`config.mk`:
```
export PLATFORM = sky130hd
export DESIGN_NAME = ball_update_scheduler
export DESIGN_NICKNAME = d
export VERILOG_FILES = /design/src/rtl/ball_update_scheduler.sv
export SDC_FILE = /design/constraint.sdc
export NUM_CORES = 1
export LEC_CHECK = 0
export BUFFER_PORTS_ARGS = -buffer_cell sky130_fd_sc_hd__clkbuf_2
export CAP_MARGIN = 10
export CORE_MARGIN = 1.5
export CORE_UTILIZATION = 50
export DETAILED_ROUTE_END_ITERATION = 7
export GPL_TIMING_DRIVEN = 0
export PLACE_DENSITY = 0.71
export SYNTH_ARGS = -nofsm -noshare
export SYNTH_HDL_FRONTEND = slang
export SYNTH_SLANG_ARGS = --single-unit
```
`constraint.sdc`:
```
create_clock -name Clk -period 4.4 [get_ports Clk]
set_clock_uncertainty 0.2 [all_clocks]
set_input_delay 0.88 -clock Clk [delete_from_list [all_inputs] [get_ports Clk]]
set_output_delay 0.88 -clock Clk [all_outputs]
set_load 0.01 [all_outputs]
```
`src/rtl/ball_update_scheduler.sv`:
```
// rtl/ball_update_scheduler.sv - once-per-frame motion update sequencer for NUM_BALLS ball slots
// Time-multiplexes one shared motion unit over all slots and serves positions to the color mapper.
module ball_update_scheduler #(
  parameter int         NUM_BALLS = 4,
  parameter int         IDX_W     = 4,
  parameter logic [9:0] X_INIT    = 10'd80,
  parameter logic [9:0] X_SPACING = 10'd120,
  parameter logic [9:0] Y_INIT    = 10'd240,
  parameter int         TIMEOUT   = 64
) (
  input  logic             Clk,
  input  logic             Reset,
  input  logic             vs,
  input  logic [7:0]       keycode,
  output logic             upd_req,
  output logic [IDX_W-1:0] upd_idx,
  output logic [7:0]       upd_key,
  output logic [9:0]       upd_x,
  output logic [9:0]       upd_y,
  output logic [9:0]       upd_vx,
  output logic [9:0]       upd_vy,
  input  logic             upd_ack,
  input  logic [9:0]       new_x,
  input  logic [9:0]       new_y,
  input  logic [9:0]       new_vx,
  input  logic [9:0]       new_vy,
  input  logic [IDX_W-1:0] rd_idx,
  output logic [9:0]       rd_x,
  output logic [9:0]       rd_y,
  output logic             busy,
  output logic             frame_done,
  output logic             overrun,
  output logic             ack_timeout
);

  localparam int CNT_W = $clog2(TIMEOUT + 1);

  typedef enum logic {IDLE, REQ} state_t;
  state_t state, next_state;

  logic             vs_prev;
  logic             fs;
  logic [7:0]       key_reg;
  logic [IDX_W-1:0] idx;
  logic [CNT_W-1:0] cnt;
  logic [9:0]       slot_x [NUM_BALLS];
  logic [9:0]       slot_y [NUM_BALLS];
  logic [9:0]       slot_vx[NUM_BALLS];
  logic [9:0]       slot_vy[NUM_BALLS];
  logic [9:0]       cur_x, cur_y, cur_vx, cur_vy;
  logic             start, expire, advance, last;

  // Compare-based muxes keep the slot arrays exactly NUM_BALLS deep.
  always_comb begin
    cur_x  = 10'd0;
    cur_y  = 10'd0;
    cur_vx = 10'd0;
    cur_vy = 10'd0;
    rd_x   = 10'd0;
    rd_y   = 10'd0;
    for (int i = 0; i < NUM_BALLS; i++) begin
      if (idx == IDX_W'(i)) begin
        cur_x  = slot_x[i];
        cur_y  = slot_y[i];
        cur_vx = slot_vx[i];
        cur_vy = slot_vy[i];
      end
      if (rd_idx == IDX_W'(i)) begin
        rd_x = slot_x[i];
        rd_y = slot_y[i];
      end
    end
  end

  assign last = (idx == IDX_W'(NUM_BALLS - 1));

  always_comb begin
    next_state = state;
    start      = 1'b0;
    expire     = 1'b0;
    advance    = 1'b0;
    case (state)
      IDLE: begin
        if (fs) begin
          next_state = REQ;
          start      = 1'b1;
        end
      end
      REQ: begin
        expire  = !upd_ack && (cnt == CNT_W'(TIMEOUT - 1));
        advance = upd_ack || expire;
        if (advance && last) next_state = IDLE;
      end
      default: next_state = IDLE;
    endcase
  end

  assign upd_req = (state == REQ);
  assign busy    = upd_req;
  assign upd_idx = upd_req ? idx : '0;
  assign upd_key = (upd_req && idx == '0) ? key_reg : 8'h00;
  assign upd_x   = upd_req ? cur_x  : 10'd0;
  assign upd_y   = upd_req ? cur_y  : 10'd0;
  assign upd_vx  = upd_req ? cur_vx : 10'd0;
  assign upd_vy  = upd_req ? cur_vy : 10'd0;

  always_ff @(posedge Clk) begin
    if (Reset) state <= IDLE;
    else       state <= next_state;
  end

  always_ff @(posedge Clk) begin
    if (Reset) begin
      vs_prev     <= 1'b1;
      fs          <= 1'b0;
      key_reg     <= 8'h00;
      idx         <= '0;
      cnt         <= '0;
      frame_done  <= 1'b0;
      overrun     <= 1'b0;
      ack_timeout <= 1'b0;
      for (int i = 0; i < NUM_BALLS; i++) begin
        slot_x[i]  <= X_INIT + 10'(i) * X_SPACING;
        slot_y[i]  <= Y_INIT;
        slot_vx[i] <= 10'd1;
        slot_vy[i] <= 10'd1;
      end
    end else begin
      vs_prev    <= vs;
      fs         <= vs_prev & ~vs;
      frame_done <= advance & last;
      // A frame start that lands on the final slot still counts as an overrun.
      if (fs && state != IDLE) overrun <= 1'b1;
      if (expire) ack_timeout <= 1'b1;
      if (start) begin
        key_reg <= keycode;
        idx     <= '0;
        cnt     <= '0;
      end else if (advance) begin
        cnt <= '0;
        idx <= last ? '0 : idx + 1'b1;
        for (int i = 0; i < NUM_BALLS; i++) begin
          if (upd_ack && idx == IDX_W'(i)) begin
            slot_x[i]  <= new_x;
            slot_y[i]  <= new_y;
            slot_vx[i] <= new_vx;
            slot_vy[i] <= new_vy;
          end
        end
      end else if (state == REQ) begin
        cnt <= cnt + 1'b1;
      end
    end
  end

endmodule

```
; ---- Yosys cells after proc, flatten, opt, wreduce, memory -nomap -nowiden
; Memory sizes are Yosys's and may differ from the RTL's.
; Index checks and enable logic that the tools add are counted.
[op_classes]
muxes = 75
n_addsub = 2
reduce_logical = 14
n_eq_ne = 7
bitwise = 20
[op_table]
columns = cell, n
row1 = $mux 10, 44
row2 = $mux 1, 27
row3 = $eq 4x2->1 const B, 4
row4 = $or 1x1->1, 16
row5 = $eq 4x1->1 const B, 2
row6 = $logic_and 1x1->1, 8
row7 = $logic_not 4->1, 2
row8 = $mux 4, 2
row9 = $mux 8, 1
row10 = $add 7x1->7 const B, 1
row11 = $eq 7x6->1 const B, 1
row12 = $add 4x1->4 const B, 1
row13 = $reduce_or 3->1, 1
row14 = $and 1x1->1, 2
row15 = $not 1->1, 2
row16 = $pmux 1 s2, 1
row17 = $reduce_or 2->1, 1
row18 = $logic_not 1->1, 1
row19 = $logic_or 1x1->1, 1
[word_totals]
memories = 4
ff_bits = 25
ramBits = 160
inputBits = 56
wordCells = 131
[mem_list]
columns = name, depth, width, read_ports, rd_ports_with_merged_regs, write_ports, line
row1 = slot_vx, 4, 10, 4, 0, 4, 48  ; logic [9:0] slot_vx[NUM_BALLS];
row2 = slot_vy, 4, 10, 4, 0, 4, 49  ; logic [9:0] slot_vy[NUM_BALLS];
row3 = slot_x, 4, 10, 4, 0, 4, 46  ; logic [9:0] slot_x [NUM_BALLS];
row4 = slot_y, 4, 10, 4, 0, 4, 47  ; logic [9:0] slot_y [NUM_BALLS];

; ---- Longest topological paths before layout
; Gate-level depths: netlist of the first run.
[logic_depth]
depth_word = 9
ltp_mapped = 8
ltp_nobuf = 6

; ---- Least setup slack after synthesis of the first run
; OpenSTA, ideal clock, no wires.
[synth_timing]
path_type = input port to output port
start = in rd_idx[0]
end = out rd_x[0]
stages = 3
t_arrival_ns = 1.830
required_ns = 3.320
slack_ns = 1.490
path_buffers = 1
cell_sequence = buf_2 -> mux4_2 -> nor2b_1
[synth_between]
elab_chain_len = 5
elab_cells_between_ends = 8
classes_between = eq/ne (3) / mux (4) / reduce/logical (1)
[synth_lines]
columns = element, line
row1 = start: declaration, 27  ; input logic [IDX_W-1:0] rd_idx,
row2 = $logic_not 4->1, 68  ; if (rd_idx == IDX_W'(i)) begin
row3 = $mux 10 (3 in series), 68
row4 = $mux 10 (*), 68
row5 = end: declaration, 28  ; output logic [9:0] rd_x,
; Mark *: on every way between the ends. The rest lies on a longest branch, timed or not.

; ---- Worst setup path in the final report of the first run
[layout_timing]
start = reg idx[0]
end = out upd_x[8]
[layout_between]
elab_chain_len = 6
elab_cells_between_ends = 9
classes_between = eq/ne (3) / mux (5) / reduce/logical (1)
[layout_lines]
columns = element, line
row1 = start: declaration, 44  ; logic [IDX_W-1:0] idx;
row2 = start signal: assignment, 141  ; idx <= last ? '0 : idx + 1'b1;
row3 = $logic_not 4->1, 62  ; if (idx == IDX_W'(i)) begin
row4 = $mux 10 (3 in series), 62
row5 = $mux 10 (*), 62
row6 = $mux 10 (*), 102  ; assign upd_x = upd_req ? cur_x : 10'd0;
row7 = end: declaration, 18  ; output logic [9:0] upd_x,
; Marks and branches as above.

==> results of run 1 <==
[worst paths after layout]
kind	slack, ns	end	from
worst min-delay path	0.22	fs$_SDFF_PP0_	vs_prev$_SDFF_PP1_
worst max-delay path	0.53	upd_x[8]	idx[0]$_SDFFE_PP0N_
worst max register to register	1.18	slot_y[1][5]$_SDFFCE_PN1P_	idx[0]$_SDFFE_PP0N_
worst min register to register	0.22	fs$_SDFF_PP0_	vs_prev$_SDFF_PP1_
[critical path: stages (launching register included)]
cell and delay, ns:
dfxtp_1 0.38, inv_1 0.13, ha_1 0.15, clkbuf_1 0.29, buf_2 0.31, buf_1 0.49
a21oi_1 0.13, o21ai_0 0.23, o21ai_1 0.09, clkbuf_2 0.13
[stage by stage]
step	power [W]	util (%)
final	0.00381	60.3
after global routing	0.00390	60.3
after CTS	0.00380	60.3
after detailed placement	0.00236	57.2
after global placement	0.00234	56.8
after floorplan	0.00220	-
[cell families (layout without fill, tap and decap cells)]
logic type | after synthesis | in the layout
flip-flops | 185 | 185
AND/OR/NAND/NOR | 340 | 340
adder cells (fa/ha/maj) | 5 | 5
multiplexers | 23 | 23
buffers and inverters | 126 | 292
XOR/XNOR | 4 | 4
AO/OA/AOI/OAI | 222 | 222
[power by group through the flow]
stage / combinational, W / sequential, W / clock (W)
after floorplan: 0.000193 / 0.00201 / 0
after global placement: 0.000328 / 0.00202 / 0
after detailed placement: 0.000341 / 0.00201 / 0
after CTS: 0.000342 / 0.00198 / 0.00148
after global routing: 0.000371 / 0.00198 / 0.00155
final: 0.000346 / 0.00198 / 0.00149
[cells in the final DEF (no fill, tap or decap), types with 20 or more instances in the layout]
cell      count
a21oi_1     132
clkbuf_1     66
inv_1        44
mux4_2       20
o21ai_1      40
dfxtp_1      25
edfxtp_1    160
o21ai_0      43
nand2b_1     37
nor2b_1      22
nor2_1       57
clkbuf_2    130
and3_1      133
nand2_1      64
[routing by layer]
metal  global-route usage [%]  vias up
met4                     11.4        0
met1                     38.4     3756
met5                        0        -
met2                     46.3      479
li1                         -     3535
met3                     4.62       54
[cell type report]
type                       count  area, um2  share of cell area (%)
sequential                   185       5310                    48.3
multi-input combinational    594       3570                    32.5
timing repair buffer         134        731                    6.65
clock buffer                  18        429                    3.91
buffer                        82        359                    3.27
tap                          229        287                    2.61
inverter                      44        165                    1.50
clock inverter                14        133                    1.21
==> summary.txt, run 1 <==
Synth top area share - 51.1%
Setup CP Type - reg -> out
Detailed Place HPWL - 18100 um
Sw Ratio - 23.7%
Hold WC Path Type - reg -> reg
WL per Instance - 21.3 um
Rel. slew slack - 49.4%
WHS Path Cells - 2
Std-Cell Rows - 49
Combinational Power Share - 9.1%
Post-route setup slack - 0.525 ns
Seq pwr share - 51.9%
Post-Place Worst Slack - 1.07 ns
Final setup fails - 0
Non-Filler Instances - 1300
LEAKAGE - 4.58 nW
Multiplexer share of the synthesized area - 5.11%
TritonCTS Buffers - 17
Met1 Routed Length - 11100 um
Clock network fraction of total power - 39.0%
Number of global-route vias before repair - 7459
Worst-path clk slew - 0.06 ns
Core box area - 18200 um2
Max-cap violation count - 0
First-pass GRT wire length - 41500 um
PD cells - 347 nW/um2
Final Hold Vio Count - 0
Worst-Margin Slew - 0.759 ns
Worst hold slack - 0.217 ns
Complex-gate fraction of the synthesized area - 12.3%
Max Buffers Root-to-Sink - 2
Post-synth EDFFs - 160
Total GRT Usage - 28.4%
Worst ir drop on vdd - 0.000305 V
Die Height - 140 um
CP Capture Type - output pin
P_int - 0.00291 W
Status - finished clean
H-tree levels - 4
DR WL met2 - 13200 um
Synth cell types - 38
Placed Cells - 1268
Finished Cell Area - 11000 um2
DRC violations left - 0
DR vias - 7824
Final global-route overflow total - 0
Synth area leader - edfxtp_1
Worst Path Max Fanout - 10
Initial antenna violation count - 0
Syn Nets - 966
Seq/Total Area, Yosys - 56.4%
Fraction of registers with async set/reset - 0%
Seq cells post-synth - 185
Warnings, synthesis - 0
Via-to-Cell Ratio - 6.02
Startpoint types - flip-flop
Worst reg-to-reg path cell count - 6
RSZ-0062 raised after global routing - false
CTS sink cnt - 185
Final worst path period need - 3.87 ns
Nets - 1119
Skew-Pair Late Insertion Delay - 0.44 ns
Drt total wl - 27700 um
Post-CTS Setup Bufs - 0
Cts hold-fix bufs - 0
Root Buffer - clkbuf_16
Post-Syn Area per Cell - 10.4 um2
Largest net degree at the start of global routing - 33
Layout area overhead - 16.8%
CTS tree - yes
Setup TNS - 0 ns
Antenna cell count - 0
Area contributors post-synth - edfxtp_1 51%, and3_1 8.9%, a21oi_1 7.0%, dfxtp_1 5.3%, mux4_2 4.8%
Top sig layer - met4
Combinational family with the most area after synthesis - simple AND/OR/NAND/NOR gates
Most frequent cells after synthesis - 160 x edfxtp_1, 133 x and3_1, 132 x a21oi_1
Detailed Route Iter0 Violations - 1095
Cell area after synthesis - 9400 um2
Net Switching - 0.000903 W
Count leader, synth - edfxtp_1
Post-synthesis cell count - 905
DP Area - 10400 um2
Post-CTS resize count - 0
Post-DRT Antenna Nets - 0
Share of cells above drive strength 1 - 19.3%
Main flop type after synthesis - edfxtp_1
DIE AREA - 19600 um2
Routed met3 length - 2680 um
FMAX - 258 MHz
Synth Area in Simple Gates - 19.6%
CP arrival - 2.79 ns
# IOs - 133
Crit share post-route - 88.1%
Number of port buffers - 130
Xor and xnor area share after synthesis - 0.373%
DIE WIDTH - 140 um
Starting Density - 51.6%
Fill cells - 1524
Routability cong. - 0.823
Post-synthesis adder-cell area fraction - 0.666%
Max Slew Vio Count - 0
CP required - 3.32 ns
1st-pass router iterations - 7
No activity file was read; power rests on OpenSTA's default activity.
==> run 2, diff against run 1 <==
Settings changed: CORE_UTILIZATION 50 to 35, PLACE_DENSITY 0.71 to not set.
==> run 2 against run 1 <==
Compared with the run above: routed wire length increased by 6.7%; fmax decreased by 1.7%; core utilization decreased by 18 points; worst hold slack got worse by 0.0017 ns; clock-buffer cell count unchanged; sequential power about the same; final cell count increased by 8.3%; critical path type unchanged; largest power group unchanged; highest routed layer is now met5.
==> summary.txt, run 2 (same netlist as run 1, synthesis figures left out) <==
Number of global-route vias before repair - 7456 (-0.040%)
Layout area overhead - 18.5%
GRT met2 Usage - 35.1% (-11 points)
Worst reg-to-reg path cell count - 6 (unchanged)
Multi-input logic area - 3570 um2 (unchanged)
Hold WC Path Type - reg -> reg
RSZ-0062 raised after global routing - false
Startpoint types - flip-flop
DIE AREA - 27800 um2 (+42%)
Rel. slew slack - 47.4% (-2.0 points)
Commonest non-fill, non-tap cell in the layout - edfxtp_1
Worst-path clk slew - 0.07 ns (about the same)
DRC violations left - 0 (unchanged)
Max Slew Vio Count - 0 (unchanged)
Largest net degree at the start of global routing - 30 (-9.1%)
Post-CTS resize count - 0 (unchanged)
Final worst path period need - 3.94 ns (+0.0677 ns)
Max-cap violation count - 0 (unchanged)
CP arrival - 2.86 ns (+0.07 ns)
Via-to-Cell Ratio - 5.36 (-11%)
Cts hold-fix bufs - 0 (unchanged)
PnR Total Power - 0.00386 W (+1.4%)
LEAKAGE - 4.60 nW (+0.46%)
Core box area - 26200 um2 (+44%)
GR Util met3 - 3.68% (-0.93 points)
Total GRT Usage - 21.3% (-7.1 points)
Max Buffers Root-to-Sink - 2 (unchanged)
Detailed Place HPWL - 19900 um (+9.6%)
Detailed Route Iter0 Violations - 708 (-35%)
R2R Setup Slk - 1.20 ns (+0.02 ns)
CTS sink cnt - 185 (unchanged)
Crit share post-route - 89.6% (+1.5 points)
CP Capture Type - output pin
CTS tree - yes
Post-DRT Antenna Nets - 0 (unchanged)
Setup TNS - 0 ns (unchanged)
Share of cells above drive strength 1 - 19.3% (unchanged)
Placed Cells - 1374 (+8.4%)
Final global-route overflow total - 0 (unchanged)
Non-Filler Instances - 1408 (+8.3%)
Met1 usage - 28.3% (-10 points)
Root Buffer - clkbuf_16
Worst ir drop on vdd - 0.000270 V (-11%)
Worst Path Max Fanout - 10 (unchanged)
Most frequent cells in the layout - 160 x edfxtp_1, 133 x and3_1, 132 x a21oi_1
Routability cong. - 0.815 (-0.98%)
WHS Path Cells - 2 (unchanged)
# IOs - 133 (unchanged)
Std-Cell Rows - 59 (+20%)
Hold Path End - fs$_SDFF_PP0_
H-tree levels - 4 (unchanged)
1st-pass router iterations - 5 (-2)
Worst hold slack - 0.215 ns (-0.00170 ns)
Starting Density - 35.9% (-16 points)
DIE WIDTH - 167 um (+19%)
Gr busiest metal - met2
RR Endpoint - slot_vx[1][3]$_SDFFCE_PN0P_
Final setup fails - 0 (unchanged)
Status - finished clean
Hold path start - vs_prev$_SDFF_PP1_
Fill cells - 2571 (+69%)
Setup CP Type - reg -> out
TritonCTS Buffers - 17 (unchanged)
Register area - 5310 um2 (unchanged)
FMAX - 254 MHz (-1.7%)
CP required - 3.32 ns (about the same)
Drt total wl - 29500 um (+6.7%)
Nets - 1119 (unchanged)
Worst-Margin Slew - 0.789 ns (+0.0304 ns)
First-pass GRT wire length - 44300 um (+6.6%)
PD cells - 347 nW/um2 (about the same)
R2R Path Start - idx[0]$_SDFFE_PP0N_
Post-CTS Setup Bufs - 0 (unchanged)
Initial antenna violation count - 3 (+3)
WL per Instance - 21.0 um (-1.5%)
Die Height - 167 um (+19%)
DR vias - 7546 (-3.6%)
Number of port buffers - 130 (unchanged)
Skew-Pair Late Insertion Delay - 0.44 ns (about the same)
Final Hold Vio Count - 0 (unchanged)
## run 2: critical path, stage by stage, from the launching register on
cell,delay [ns]
dfxtp_1,0.37
inv_1,0.12
ha_1,0.16
clkbuf_1,0.32
buf_2,0.31
buf_1,0.49
a21oi_1,0.14
o21ai_0,0.22
o21ai_1,0.13
clkbuf_2,0.15
## run 2: layer usage
| layer | wire [um] | part of all wire [%] |
|---|---|---|
| met5 | 11 | 0.037 |
| met4 | 662 | 2.2 |
| met3 | 1960 | 6.6 |
| met2 | 14100 | 48 |
| met1 | 12800 | 43 |
## run 2: final cells by class
class	instances	share of cell area, %
inverter	44	1.48
timing repair buffer	134	6.56
multi-input combinational	594	32.1
antenna	2	0.0450
clock buffer	18	3.85
buffer	82	3.23
tap	335	3.76
clock inverter	14	1.31
sequential	185	47.7
## run 2: worst max-delay path by stage
stage / startpoint / end / slack (ns) / cells after the start
2_1_floorplan: rd_idx[0] / rd_x[0] / 1.49 / 3
3_3_place_gp: idx[0]$_SDFFE_PP0N_ / slot_vx[2][0]$_SDFFCE_PN1P_ / 0.34 / 6
3_5_place_dp: idx[0]$_SDFFE_PP0N_ / upd_y[0] / 0.97 / 9
4_1_cts: idx[0]$_SDFFE_PP0N_ / upd_y[0] / 0.49 / 9
5_1_grt: idx[0]$_SDFFE_PP0N_ / upd_y[0] / 0.35 / 9
6_report: idx[0]$_SDFFE_PP0N_ / upd_y[0] / 0.46 / 9
## run 2: power breakdown
| group | internal [W] | switching, W |
|---|---|---|
| Sequential | 0.00195 | 0.0000223 |
| Clock | 0.000843 | 0.000695 |
| Combinational | 0.000127 | 0.000222 |
## run 2: stage by stage
stage / worst slack, ns / util [%] / instance area [um2]
after floorplan: 1.49 / - / 9400
after global placement: 0.343 / 39.9 / 10500
after detailed placement: 0.969 / 40.3 / 10600
after CTS: 0.492 / 42.5 / 11100
after global routing: 0.349 / 42.5 / 11100
final: 0.458 / 42.5 / 11100
